`src/rtl/uart_pkg.sv`:
```
// ---------------------------------------------------------------------------
// uart_pkg
// Shared constants for the UART receive path.
//   - RX deserialiser state encoding (3-bit constants).
//   - Bit positions inside the 10-bit peripheral read word (dout).
//   - Bit positions of the control bits inside the write word (din).
// ---------------------------------------------------------------------------
package uart_pkg;

    // Receiver state encoding.
    localparam logic [2:0] ST_IDLE  = 3'd0;
    localparam logic [2:0] ST_START = 3'd1;
    localparam logic [2:0] ST_DATA  = 3'd2;
    localparam logic [2:0] ST_STOP  = 3'd3;
    localparam logic [2:0] ST_BREAK = 3'd4;

    // Read word layout: {err, nonempty, data[7:0]}.
    localparam int ERR_BIT = 9;
    localparam int NE_BIT  = 8;

    // Write word control bits.
    localparam int CLR_BIT   = 0;
    localparam int FLUSH_BIT = 1;

endpackage

```
`src/rtl/sync_fifo.sv`:
```
// ---------------------------------------------------------------------------
// sync_fifo
// Single-clock FIFO of 2**DEPTH_LOG2 entries, WIDTH bits each.
// Ports:
//   clk, rst_n    : clock, asynchronous active-low reset
//   push_i        : write pushData_i (ignored when full unless popping too)
//   pushData_i    : data to store
//   pop_i         : remove head entry (ignored when empty)
//   flush_i       : empty the FIFO; overrides push and pop
//   full_o        : count == depth
//   empty_o       : count == 0
//   head_o        : current head entry (valid when not empty)
// ---------------------------------------------------------------------------
module sync_fifo #(
    parameter int DEPTH_LOG2 = 4,
    parameter int WIDTH      = 8
) (
    input  logic             clk,
    input  logic             rst_n,
    input  logic             push_i,
    input  logic [WIDTH-1:0] pushData_i,
    input  logic             pop_i,
    input  logic             flush_i,
    output logic             full_o,
    output logic             empty_o,
    output logic [WIDTH-1:0] head_o
);

    localparam int DEPTH = 1 << DEPTH_LOG2;
    localparam logic [DEPTH_LOG2:0] FULL_COUNT = (DEPTH_LOG2 + 1)'(DEPTH);

    logic [WIDTH-1:0]      mem_q [DEPTH];
    logic [DEPTH_LOG2-1:0] wrPtr_q;
    logic [DEPTH_LOG2-1:0] rdPtr_q;
    logic [DEPTH_LOG2:0]   count_q;
    logic                  doPush;
    logic                  doPop;

    assign full_o  = (count_q == FULL_COUNT);
    assign empty_o = (count_q == '0);
    assign head_o  = mem_q[rdPtr_q];

    // A pop frees a slot in the same cycle, so a push into a full FIFO that
    // is being read at the same time is still accepted.
    assign doPop  = pop_i & ~empty_o;
    assign doPush = push_i & (~full_o | doPop);

    // Pointer and occupancy bookkeeping. Flush discards everything,
    // including a push or pop arriving in the same cycle.
    always_ff @(posedge clk or negedge rst_n) begin
        if (!rst_n) begin
            wrPtr_q <= '0;
            rdPtr_q <= '0;
            count_q <= '0;
        end else if (flush_i) begin
            wrPtr_q <= '0;
            rdPtr_q <= '0;
            count_q <= '0;
        end else begin
            if (doPush) begin
                wrPtr_q <= wrPtr_q + 1'b1;
            end
            if (doPop) begin
                rdPtr_q <= rdPtr_q + 1'b1;
            end
            if (doPush && !doPop) begin
                count_q <= count_q + 1'b1;
            end else if (doPop && !doPush) begin
                count_q <= count_q - 1'b1;
            end
        end
    end

    // Storage array; contents only matter where the pointers say so,
    // so it carries no reset.
    always_ff @(posedge clk) begin
        if (doPush && !flush_i) begin
            mem_q[wrPtr_q] <= pushData_i;
        end
    end

endmodule

```
`src/rtl/uart_rx_fifo.sv`:
```
// ---------------------------------------------------------------------------
// uart_rx_fifo
// 8N1 UART receiver (LSB first) feeding a receive FIFO, exposed on the
// 10-bit peripheral read bus as {err, nonempty, data[7:0]}.
// Ports:
//   clk, rst_n : system clock, asynchronous active-low reset
//   rxd        : serial input, asynchronous, idle high
//   valid      : peripheral select, held for the whole access
//   wr         : 1 = write, 0 = read (qualified by valid)
//   din        : write data, bit0 clears error flag(s), bit1 flushes FIFO
//   dout       : read data, combinational from FIFO head and flags
// Optional feature macro: UART_RX_FERR_EN
//   defined   -> framing errors set a sticky ferr flag, err = ovf | ferr
//   undefined -> framing errors are silent, err = ovf
// ---------------------------------------------------------------------------
module uart_rx_fifo
    import uart_pkg::*;
#(
    parameter int CLK_HZ     = 50000000,
    parameter int BAUD       = 115200,
    parameter int DEPTH_LOG2 = 4
) (
    input  logic       clk,
    input  logic       rst_n,
    input  logic       rxd,
    input  logic       valid,
    input  logic       wr,
    input  logic [7:0] din,
    output logic [9:0] dout
);

    localparam int DIV   = CLK_HZ / BAUD;
    localparam int CNT_W = (DIV > 2) ? $clog2(DIV) : 1;
    localparam logic [CNT_W-1:0] LAST_CNT = CNT_W'(DIV - 1);
    localparam logic [CNT_W-1:0] HALF_CNT = CNT_W'(DIV / 2 - 1);

    logic             rxMeta_q;
    logic             rxs_q;
    logic [2:0]       state_q, state_d;
    logic [CNT_W-1:0] cnt_q, cnt_d;
    logic [2:0]       bitIdx_q, bitIdx_d;
    logic [7:0]       shift_q, shift_d;
    logic             valid_q;
    logic             ovf_q, ovf_d;
    logic             pushByte;
    logic             frameErr;
    logic             popStrobe;
    logic             wrStrobe;
    logic             flush;
    logic             clearErr;
    logic             fifoFull;
    logic             fifoEmpty;
    logic [7:0]       fifoHead;
    logic             err;
    logic             unusedDin;

    assign unusedDin = ^din[7:2];

    // Bus strobes fire only on the first cycle of an access, so a long
    // valid pulse still pops or acts exactly once.
    assign popStrobe = valid & ~wr & ~valid_q;
    assign wrStrobe  = valid &  wr & ~valid_q;
    assign flush     = wrStrobe & din[FLUSH_BIT];
    assign clearErr  = wrStrobe & din[CLR_BIT];

    // Two-flop synchroniser for the asynchronous line; idles high so reset
    // never looks like a start bit.
    always_ff @(posedge clk or negedge rst_n) begin
        if (!rst_n) begin
            rxMeta_q <= 1'b1;
            rxs_q    <= 1'b1;
        end else begin
            rxMeta_q <= rxd;
            rxs_q    <= rxMeta_q;
        end
    end

    // Deserialiser next-state logic. The start bit is rechecked at its
    // midpoint, after which every sample lands mid-bit DIV clocks apart.
    always_comb begin
        state_d  = state_q;
        cnt_d    = cnt_q;
        bitIdx_d = bitIdx_q;
        shift_d  = shift_q;
        pushByte = 1'b0;
        frameErr = 1'b0;
        case (state_q)
            ST_IDLE: begin
                if (!rxs_q) begin
                    state_d = ST_START;
                    cnt_d   = '0;
                end
            end
            ST_START: begin
                if (cnt_q == HALF_CNT) begin
                    cnt_d    = '0;
                    bitIdx_d = '0;
                    state_d  = rxs_q ? ST_IDLE : ST_DATA;
                end else begin
                    cnt_d = cnt_q + 1'b1;
                end
            end
            ST_DATA: begin
                if (cnt_q == LAST_CNT) begin
                    cnt_d    = '0;
                    shift_d  = {rxs_q, shift_q[7:1]};
                    bitIdx_d = bitIdx_q + 1'b1;
                    if (bitIdx_q == 3'd7) begin
                        state_d = ST_STOP;
                    end
                end else begin
                    cnt_d = cnt_q + 1'b1;
                end
            end
            ST_STOP: begin
                if (cnt_q == LAST_CNT) begin
                    cnt_d = '0;
                    if (rxs_q) begin
                        pushByte = 1'b1;
                        state_d  = ST_IDLE;
                    end else begin
                        frameErr = 1'b1;
                        state_d  = ST_BREAK;
                    end
                end else begin
                    cnt_d = cnt_q + 1'b1;
                end
            end
            ST_BREAK: begin
                // Hold off until the line returns high so a long break
                // cannot be mistaken for a stream of start bits.
                if (rxs_q) begin
                    state_d = ST_IDLE;
                end
            end
            default: begin
                state_d = ST_IDLE;
            end
        endcase
    end

    // Deserialiser and bus-edge registers.
    always_ff @(posedge clk or negedge rst_n) begin
        if (!rst_n) begin
            state_q  <= ST_IDLE;
            cnt_q    <= '0;
            bitIdx_q <= '0;
            shift_q  <= '0;
            valid_q  <= 1'b0;
        end else begin
            state_q  <= state_d;
            cnt_q    <= cnt_d;
            bitIdx_q <= bitIdx_d;
            shift_q  <= shift_d;
            valid_q  <= valid;
        end
    end

    // Overflow is only flagged when the byte is genuinely dropped for lack
    // of space: not when a same-cycle pop makes room, and not when a flush
    // is discarding it anyway. A clear beats a simultaneous set.
    always_comb begin
        ovf_d = ovf_q;
        if (clearErr) begin
            ovf_d = 1'b0;
        end else if (pushByte && fifoFull && !popStrobe && !flush) begin
            ovf_d = 1'b1;
        end
    end

    always_ff @(posedge clk or negedge rst_n) begin
        if (!rst_n) begin
            ovf_q <= 1'b0;
        end else begin
            ovf_q <= ovf_d;
        end
    end

`ifdef UART_RX_FERR_EN
    logic ferr_q;

    // Sticky framing-error flag, cleared by the same control bit as ovf.
    always_ff @(posedge clk or negedge rst_n) begin
        if (!rst_n) begin
            ferr_q <= 1'b0;
        end else if (clearErr) begin
            ferr_q <= 1'b0;
        end else if (frameErr) begin
            ferr_q <= 1'b1;
        end
    end

    assign err = ovf_q | ferr_q;
`else
    logic unusedFrameErr;

    assign unusedFrameErr = frameErr;
    assign err = ovf_q;
`endif

    sync_fifo #(
        .DEPTH_LOG2 (DEPTH_LOG2),
        .WIDTH      (8)
    ) u_fifo (
        .clk        (clk),
        .rst_n      (rst_n),
        .push_i     (pushByte),
        .pushData_i (shift_q),
        .pop_i      (popStrobe),
        .flush_i    (flush),
        .full_o     (fifoFull),
        .empty_o    (fifoEmpty),
        .head_o     (fifoHead)
    );

    // Read word: the head byte is masked to zero when the FIFO is empty so
    // stale storage never leaks onto the bus.
    always_comb begin
        dout          = '0;
        dout[ERR_BIT] = err;
        dout[NE_BIT]  = ~fifoEmpty;
        dout[7:0]     = fifoEmpty ? 8'h00 : fifoHead;
    end

endmodule

```
`config.mk`:
```
export PLATFORM = sky130hd
export DESIGN_NAME = uart_rx_fifo
export DESIGN_NICKNAME = d
export VERILOG_FILES = /design/src/rtl/uart_pkg.sv /design/src/rtl/sync_fifo.sv /design/src/rtl/uart_rx_fifo.sv
export SDC_FILE = /design/constraint.sdc
export NUM_CORES = 1
export LEC_CHECK = 0
export ABC_CLOCK_PERIOD_IN_PS = 3700
export CORE_AREA = 5 5 115 117
export DETAILED_ROUTE_END_ITERATION = 10
export DIE_AREA = 0 0 120 122
export PLACE_DENSITY = 0.78
export SLEW_MARGIN = 20
export SYNTH_ARGS = -nofsm -noshare
export SYNTH_HDL_FRONTEND = slang
export SYNTH_SLANG_ARGS = --single-unit
```
`constraint.sdc`:
```
create_clock -name clk -period 3.7 [get_ports clk]
set_input_delay 0.74 -clock clk [delete_from_list [all_inputs] [get_ports clk]]
set_output_delay 0.74 -clock clk [all_outputs]
set_load 0.02 [all_outputs]
```
==> impl_results.md, run 1 <==
* Result of the run: complete, no violations
* Total of warnings raised by yosys at 0
* Number of detailed-routing iterations run before antenna repair at 6
* Core area at ~0.012 mm2
* Origin of the worst min-delay path: rxMeta_q
* Switching share of total power at 0.240
* GR Overflow Total at 0
* Average wire per cell in the routed design at 22.0 um
* I/O pins at 23
* Number of routed nets with antenna violations at 0
* Synth-to-layout area growth at 12.6%
* Number of nets in the layout at 487
* Number of enable flip-flop cells after synthesis at 128
* Final Hold Viols at 0
* Transition time at the pin with the least slew margin at 883 ps
* CP Class: reg2out
* Power per cell area at about 550 mW/mm2
* Buffers inserted by post-CTS timing repair at 0
* Proportion of power drawn by combinational gates at 0.137
* Largest fanout of any net on the critical path at 25
* Largest cells by area after synthesis: sky130_fd_sc_hd__edfxtp_1, sky130_fd_sc_hd__dfrtp_1, sky130_fd_sc_hd__mux4_2
* Clock transition at the register clock pins on the worst setup and hold paths after CTS at 60 ps
* Final Wtd Congestion at approximately 0.85
* Type of the most critical hold path: reg2reg
* Initial Util at 0.584
* Proportion of power drawn by flip-flops and latches at 0.477
* Cell row count at 41
* Max-cap viol count at 0
* Mapped Nets at ~460
* Count of final max-slew check failures at 0
* Avg Cell Area, Syn at 16.5 um2
* Number of buffers added on ports at 16
* Deepest clock path buffer count at 2
* Startpoint type of the worst setup path: flop
* Number of synthesized register bits at 168
* Clock tree from TritonCTS: yes
* CTS H-tree depth at 4
* Standby leakage power at 0.00324 uW
* Cell internal pwr at 3400 uW
* Hold Crit Depth at 0
* Vias in the first global route at ~3900
* Global-route total usage across every layer at 0.203
* Minimum period implied by the final worst setup slack at 3550 ps
* Ordered list of cells on the worst path: buf_12, mux4_2, mux4_2, and2_1, clkdlybuf4s50_1
* Footprint of the flip-flops and latches at 0.00485 mm2
* CTS Buf Count at 17
* Initial antenna violation count at 0
* Standard cell area after detailed placement at between 0.007 and 0.008 mm2
* Clock latency on the worst-skew pair at 430 ps
* Worst R2R Setup Slack at 690 ps
* Share of power burned in the clock network at 0.386
* Asr flop ratio synth at 0.238
* Number of fill cells in the layout at 832
* Data required time at the worst endpoint at 2960 ps
* Cell depth of the worst flop-to-flop path at 12
* Total Neg Setup Slack at 0 ps
* Routed vias at 3877
* Share of the synthesized area in the top cell type at 0.536
* Finished Core Util at 0.658
* Number of antenna repair diodes at 0
* Most common cell on crit path: sky130_fd_sc_hd__mux4_2
* Initial DRC Count at 314
* Maximum number of pins on one net before global-route repair at slightly above 40
* Worst reg2reg startpoint: cnt_q[1]
* Detail-routed via count per cell at 6.24
* Floorplan die width at roughly 120 um
* Worst IR Drop VDD at 0.000351 V
* Worst-case clock skew at 7.22 ps
* Chip height at 122 um
* Crit. End Element: output pin
* Post-route DRC at 0
* Root Buffer Master: sky130_fd_sc_hd__clkbuf_16
* Family with the most delay on the worst path: multiplexers
* Post-cts repair resize count at 0
* Share of layout cells above drive strength 1 at 0.191
* Total length of routed wires at 13600 um
* Worst Hold Path EP: rxs_q
* Sum of buffers and inverters on the critical path at 2
* Global-route wire length before repair at around 22000 um
* Share of the yosys chip area belonging to registers at 0.676
* Clk sinks at 168
* Unique masters post-synth at 51
* Maximum cell stage delay along the critical path at 560 ps
* HPWL Detailed at 8690 um
* Total Die Area at 0.0146 mm2
* Overall power consumption at around 4500 uW
* Post-route cell area at 0.00807 mm2
* Final setup viols at 0
* Maximum clock frequency at 282 MHz
* Headroom to the max-slew limit at 0.412
* Arrival @ worst endpoint at about 2800 ps
* Multi-input combinational cell area at 0.00217 mm2
* Cell taking the most area after synthesis: sky130_fd_sc_hd__edfxtp_1
* Crit-path slowest cell: sky130_fd_sc_hd__mux4_2
* Net load switching power at between 1000 and 1500 uW
* Final worst path period share at 0.960
* Main synth FF type: sky130_fd_sc_hd__edfxtp_1
* Post-CTS Hold Fix Bufs at 0
* RSZ-0062 raised after global routing: no
* Post-synthesis cell area at a little over 0.007 mm2
* R2r endpoint: u_fifo.count_q[4]
* Cell count after synthesis at ~430
-- worst reg2reg max path, stage by stage, from the launching register on --
cell and delay, ps:
sky130_fd_sc_hd__dfrtp_1 400, sky130_fd_sc_hd__inv_1 100, sky130_fd_sc_hd__ha_1 170, sky130_fd_sc_hd__and4b_1 270, sky130_fd_sc_hd__nand3_1 230, sky130_fd_sc_hd__nor3_2 270
sky130_fd_sc_hd__inv_2 130, sky130_fd_sc_hd__fa_1 420, sky130_fd_sc_hd__a21o_1 190, sky130_fd_sc_hd__a21o_1 190, sky130_fd_sc_hd__nor4_1 250, sky130_fd_sc_hd__o21ai_0 140
sky130_fd_sc_hd__nor3b_1 150
-- power by group through the flow --
stage	Clock (uW)	Combinational, uW	Sequential (uW)
4_1_cts	1760	627	2140
5_1_grt	1830	676	2150
2_1_floorplan	0	527	2130
3_5_place_dp	0	625	2170
3_3_place_gp	0	604	2170
6_report	1730	611	2140
-- sequential cells by signal, indices dropped and copies added (netlist names) --
name / flops
u_fifo.rdPtr_q: 4
rxs_q: 1
bitIdx_q: 3
u_fifo.count_q: 5
u_fifo.mem_q: 128
valid_q: 1
rxMeta_q: 1
cnt_q: 9
state_q: 3
u_fifo.wrPtr_q: 4
shift_q: 8
err: 1
-- per-stage QoR --
step	worst slack, ps	hold slack [ps]	cells
floorplan	443	345	434
global route	44.3	364	621
finish	148	357	621
detailed placement	78.9	349	590
global placement	137	346	590
CTS	106	358	621
-- cell usage after synthesis (2+ instances only) --
cell	n
sky130_fd_sc_hd__xnor2_1	2
sky130_fd_sc_hd__nor2b_1	2
sky130_fd_sc_hd__o21ai_0	11
sky130_fd_sc_hd__a31oi_1	4
sky130_fd_sc_hd__xor2_1	5
sky130_fd_sc_hd__nor3_1	9
sky130_fd_sc_hd__ha_1	14
sky130_fd_sc_hd__nand3_1	14
sky130_fd_sc_hd__buf_1	5
sky130_fd_sc_hd__nor3b_1	2
sky130_fd_sc_hd__and2_1	14
sky130_fd_sc_hd__and4b_1	2
sky130_fd_sc_hd__dfrtp_1	38
sky130_fd_sc_hd__edfxtp_1	128
sky130_fd_sc_hd__nand2b_1	3
sky130_fd_sc_hd__nand3b_1	2
sky130_fd_sc_hd__a22o_1	3
sky130_fd_sc_hd__clkbuf_1	9
sky130_fd_sc_hd__a21o_1	6
sky130_fd_sc_hd__nor3_2	2
sky130_fd_sc_hd__buf_2	3
sky130_fd_sc_hd__and3_1	10
sky130_fd_sc_hd__nor4_1	3
sky130_fd_sc_hd__nor2_1	15
sky130_fd_sc_hd__mux4_2	40
sky130_fd_sc_hd__nand2_1	36
sky130_fd_sc_hd__nand4_1	2
sky130_fd_sc_hd__a21oi_1	15
sky130_fd_sc_hd__dfstp_2	2
sky130_fd_sc_hd__inv_1	7
sky130_fd_sc_hd__and4_1	3
sky130_fd_sc_hd__buf_4	2
sky130_fd_sc_hd__buf_6	3
-- cells by family after synthesis --
logic type	after synthesis	share of synthesized area
simple gates	126	0.0964
buf+inv	30	0.0204
xor+xnor	7	0.00856
fa+ha+maj	15	0.0272
flops	168	0.676
mux	41	0.127
compound gates	47	0.0437
-- worst max-delay path by stage --
stage                            from                 to  slack [ps]  cells after the start
detailed placement              valid  u_fifo.count_q[4]          80                     11
floorplan                          wr  u_fifo.count_q[4]         440                     11
finish              u_fifo.rdPtr_q[0]            dout[7]         150                      5
global placement                valid  u_fifo.count_q[4]         140                     11
CTS                 u_fifo.rdPtr_q[0]            dout[7]         110                      5
global route        u_fifo.rdPtr_q[0]            dout[7]          40                      5
-- layout make-up --
class / instances / share of cell area
multi-input combinational: 236 / 0.269
clock inverter: 10 / 0.0160
sequential: 168 / 0.601
clock buffer: 21 / 0.0546
inverter: 8 / 0.00372
timing repair buffer: 28 / 0.0320
tap: 150 / 0.0233
-- routing by layer --
metal	track usage	wire, um
met1	0.269	5650
met2	0.332	7120
met3	0.0604	700
met4	0.0544	171
met5	0	0
-- layout by cell type, fill, tap and decap left out, types with 2 or more instances in the layout --
cell	Yosys	routed
sky130_fd_sc_hd__a21o_1	6	6
sky130_fd_sc_hd__a21oi_1	15	15
sky130_fd_sc_hd__a22o_1	3	3
sky130_fd_sc_hd__a31oi_1	4	4
sky130_fd_sc_hd__and2_1	14	14
sky130_fd_sc_hd__and3_1	10	10
sky130_fd_sc_hd__and4_1	3	3
sky130_fd_sc_hd__and4b_1	2	2
sky130_fd_sc_hd__buf_4	2	11
sky130_fd_sc_hd__bufinv_16	0	3
sky130_fd_sc_hd__clkbuf_1	9	4
sky130_fd_sc_hd__clkbuf_16	0	17
sky130_fd_sc_hd__clkdlybuf4s50_1	0	15
sky130_fd_sc_hd__clkinv_1	0	3
sky130_fd_sc_hd__clkinvlp_4	0	3
sky130_fd_sc_hd__dfrtp_1	38	37
sky130_fd_sc_hd__dfstp_2	2	2
sky130_fd_sc_hd__edfxtp_1	128	128
sky130_fd_sc_hd__ha_1	14	14
sky130_fd_sc_hd__inv_1	7	7
sky130_fd_sc_hd__mux4_2	40	40
sky130_fd_sc_hd__nand2_1	36	36
sky130_fd_sc_hd__nand2b_1	3	3
sky130_fd_sc_hd__nand3_1	14	14
sky130_fd_sc_hd__nand3b_1	2	2
sky130_fd_sc_hd__nand4_1	2	2
sky130_fd_sc_hd__nor2_1	15	15
sky130_fd_sc_hd__nor2b_1	2	2
sky130_fd_sc_hd__nor3_1	9	9
sky130_fd_sc_hd__nor3_2	2	2
sky130_fd_sc_hd__nor3b_1	2	2
sky130_fd_sc_hd__nor4_1	3	3
sky130_fd_sc_hd__o21ai_0	11	11
sky130_fd_sc_hd__xnor2_1	2	2
sky130_fd_sc_hd__xor2_1	5	5
(Power assumes the default switching activity.)
==> run 2, diff against run 1 <==
HOLD_SLACK_MARGIN = 0.06   (was not set)
==> results of run 2 <==
Same layout as run 1: the final DEF is identical, and so are final timing and power.
==> run 3, diff against run 2 <==
CORE_AREA = 2 2 112 114   (was 5 5 115 117)
DIE_AREA = 0 0 114 116   (was 0 0 120 122)
==> run 3 against run 2 <==
- sequential cell count unchanged
- largest cell class unchanged
- fmax decreased by 1.5%
- critical path type unchanged
- clock-buffer cell count decreased by 3
- critical endpoint unchanged
- via count decreased by 0.80%
- critical path depth unchanged
==> impl_results.md, run 3 (synthesized netlist as in run 1, its figures left out) <==
* Final worst path period share at 0.975
* Worst Hold Path EP: rxs_q
* Buffers inserted by post-CTS timing repair at 0
* Origin of the worst min-delay path: rxMeta_q
* Max-cap viol count at 0
* RSZ-0062 raised after global routing: no
* Clock latency on the worst-skew pair at 430 ps
* Post-CTS Hold Fix Bufs at 0
* Clock tree from TritonCTS: yes
* Global-route total usage across every layer at 0.225
* Root Buffer Master: sky130_fd_sc_hd__clkbuf_16
* Clock transition at the register clock pins on the worst setup and hold paths after CTS at 60 ps
* HPWL Detailed at between 8000 and 9000 um
* Cell depth of the worst flop-to-flop path at 12
* Highest metal layer used by the detailed router: met4
* Maximum number of pins on one net before global-route repair at 41
* Number of antenna repair diodes at 0
* Global-route wire length before repair at 21300 um
* Standby leakage power at 0.00329 uW
* Share of layout cells above drive strength 1 at 0.203
* Floorplan die width at 114 um
* Final setup viols at 0
* Standard cell area after detailed placement at 0.00750 mm2
* Detail-routed via count per cell at ~6.2
* Chip height at 116 um
* Post-route DRC at 0
* Post-route cell area at around 0.0082 mm2
* Post-placement cell count at 586
* Worst R2R Setup Slack at roughly 650 ps
* CTS H-tree depth at 4
* Number of fill cells in the layout at between 700 and 800
* Number of buffers added on ports at 16
* Power per cell area at between 500 and 600 mW/mm2
* Startpoint type of the worst setup path: flop
* R2r endpoint: u_fifo.count_q[4]
* Total length of routed wires at 13600 um
* CTS Buf Count at 17
* Multi-input combinational cell area at between 0.002 and 0.0025 mm2
* Deepest clock path buffer count at 2
* Clk sinks at 168
* Final Hold Viols at 0
* Result of the run: complete, no violations
* Routed length on met3 at 716 um
* Maximum clock frequency at 277 MHz
* Number of nets in the layout at 487
* Cell row count at 40
* Final Wtd Congestion at 0.852
* Number of routed nets with antenna violations at 0
* Core area at 0.0119 mm2
* Hold Crit Depth at 0
* Total Die Area at 0.0132 mm2
* Routed vias at approximately 3800
* Sum of routed wire segments on met1 at 5570 um
* CP Class: reg2out
* Data required time at the worst endpoint at 2960 ps
* I/O pins at 23
* Footprint of the flip-flops and latches at 0.00485 mm2
* Headroom to the max-slew limit at 0.395
* Initial Util at 0.602
* Crit. End Element: output pin
* Transition time at the pin with the least slew margin at 907 ps
* Minimum period implied by the final worst setup slack at roughly 3600 ps
* Synth-to-layout area growth at 14.0%
* Flip-flop count of the largest register, all copies and words added at 128
* Largest registers: u_fifo.mem_q (128), cnt_q (9), shift_q (8)
* Largest fanout of any net on the critical path at 18
* Most frequent cells in the layout: sky130_fd_sc_hd__edfxtp_1, sky130_fd_sc_hd__mux4_2, sky130_fd_sc_hd__dfrtp_1
* GR Overflow Total at 0
* Leading cell type in the layout, fill and taps excluded: sky130_fd_sc_hd__edfxtp_1
* Vias in the first global route at 3910
* Amount of wire on met2 after detailed routing at 7090 um
* Cell Count, Final, Fillers Out at 619
* Register name with the most flops: u_fifo.mem_q
* Initial DRC Count at 290
* Average wire per cell in the routed design at 22.0 um
* Initial antenna violation count at 0
* Count of final max-slew check failures at 0
* Worst-case clock skew at 8.99 ps
* Worst IR Drop VDD at ~0.00035 V
* Arrival @ worst endpoint at 2870 ps
* Type of the most critical hold path: reg2reg
* Worst reg2reg startpoint: cnt_q[1]
* Number of detailed-routing iterations run before antenna repair at 4
* Post-cts repair resize count at 0
* Total Neg Setup Slack at 0 ps
[run 3: cell count changes in the layout (fill, tap and decap cells not counted)]
cell and delta:
sky130_fd_sc_hd__clkbuf_16 +1, sky130_fd_sc_hd__buf_4 -2, sky130_fd_sc_hd__bufinv_16 +2, sky130_fd_sc_hd__clkinv_1 -2
sky130_fd_sc_hd__inv_8 +1, sky130_fd_sc_hd__inv_6 +3, sky130_fd_sc_hd__clkbuf_1 -3, sky130_fd_sc_hd__buf_12 +1
[run 3: stage by stage]
stage	utilization	setup slack (ps)	hold WS (ps)	power, uW
after CTS	0.684	36.4	358	4710
final	0.686	92.7	357	4710
after floorplan	-	443	345	2650
after detailed placement	0.629	69.0	349	2800
after global placement	0.629	140	346	2790
after global routing	0.686	25.6	361	4870
[run 3: routing by layer]
| layer | track usage | up-vias |
|---|---|---|
| met5 | 0 | - |
| met2 | 0.373 | 107 |
| met1 | 0.290 | 1973 |
| li1 | - | 1743 |
| met4 | 0.0967 | 0 |
| met3 | 0.0492 | 23 |
[run 3: how the worst max path moves through the flow]
| stage | startpoint | to | slack, ps | cells past startpoint |
|---|---|---|---|---|
| finish | u_fifo.rdPtr_q[0] | dout[7] | 90 | 5 |
| detailed placement | valid | u_fifo.count_q[4] | 70 | 11 |
| global placement | valid | u_fifo.count_q[4] | 140 | 11 |
| CTS | u_fifo.rdPtr_q[0] | dout[7] | 40 | 5 |
| global route | u_fifo.rdPtr_q[0] | dout[6] | 30 | 5 |
| floorplan | wr | u_fifo.count_q[4] | 440 | 11 |
[run 3: area by class of cell]
cell class | instances | area share
clock buffer | 18 | 0.0525
clock inverter | 14 | 0.0268
inverter | 8 | 0.00368
multi-input combinational | 236 | 0.266
sequential | 168 | 0.593
tap | 147 | 0.0225
timing repair buffer | 28 | 0.0352
[run 3: critical path, stage by stage (launching register included)]
cell and delay, ps:
sky130_fd_sc_hd__dfrtp_2 430, sky130_fd_sc_hd__buf_12 210, sky130_fd_sc_hd__mux4_2 590, sky130_fd_sc_hd__mux4_2 500
sky130_fd_sc_hd__and2_1 170, sky130_fd_sc_hd__clkdlybuf4s50_1 530
[run 3: where the power goes]
part | internal, uW | switching (uW) | leakage (uW)
Clock | 1200 | 721 | 0.000307
Combinational | 319 | 310 | 0.000968
Sequential | 2050 | 98.5 | 0.00201
Total | 3580 | 1130 | 0.00329
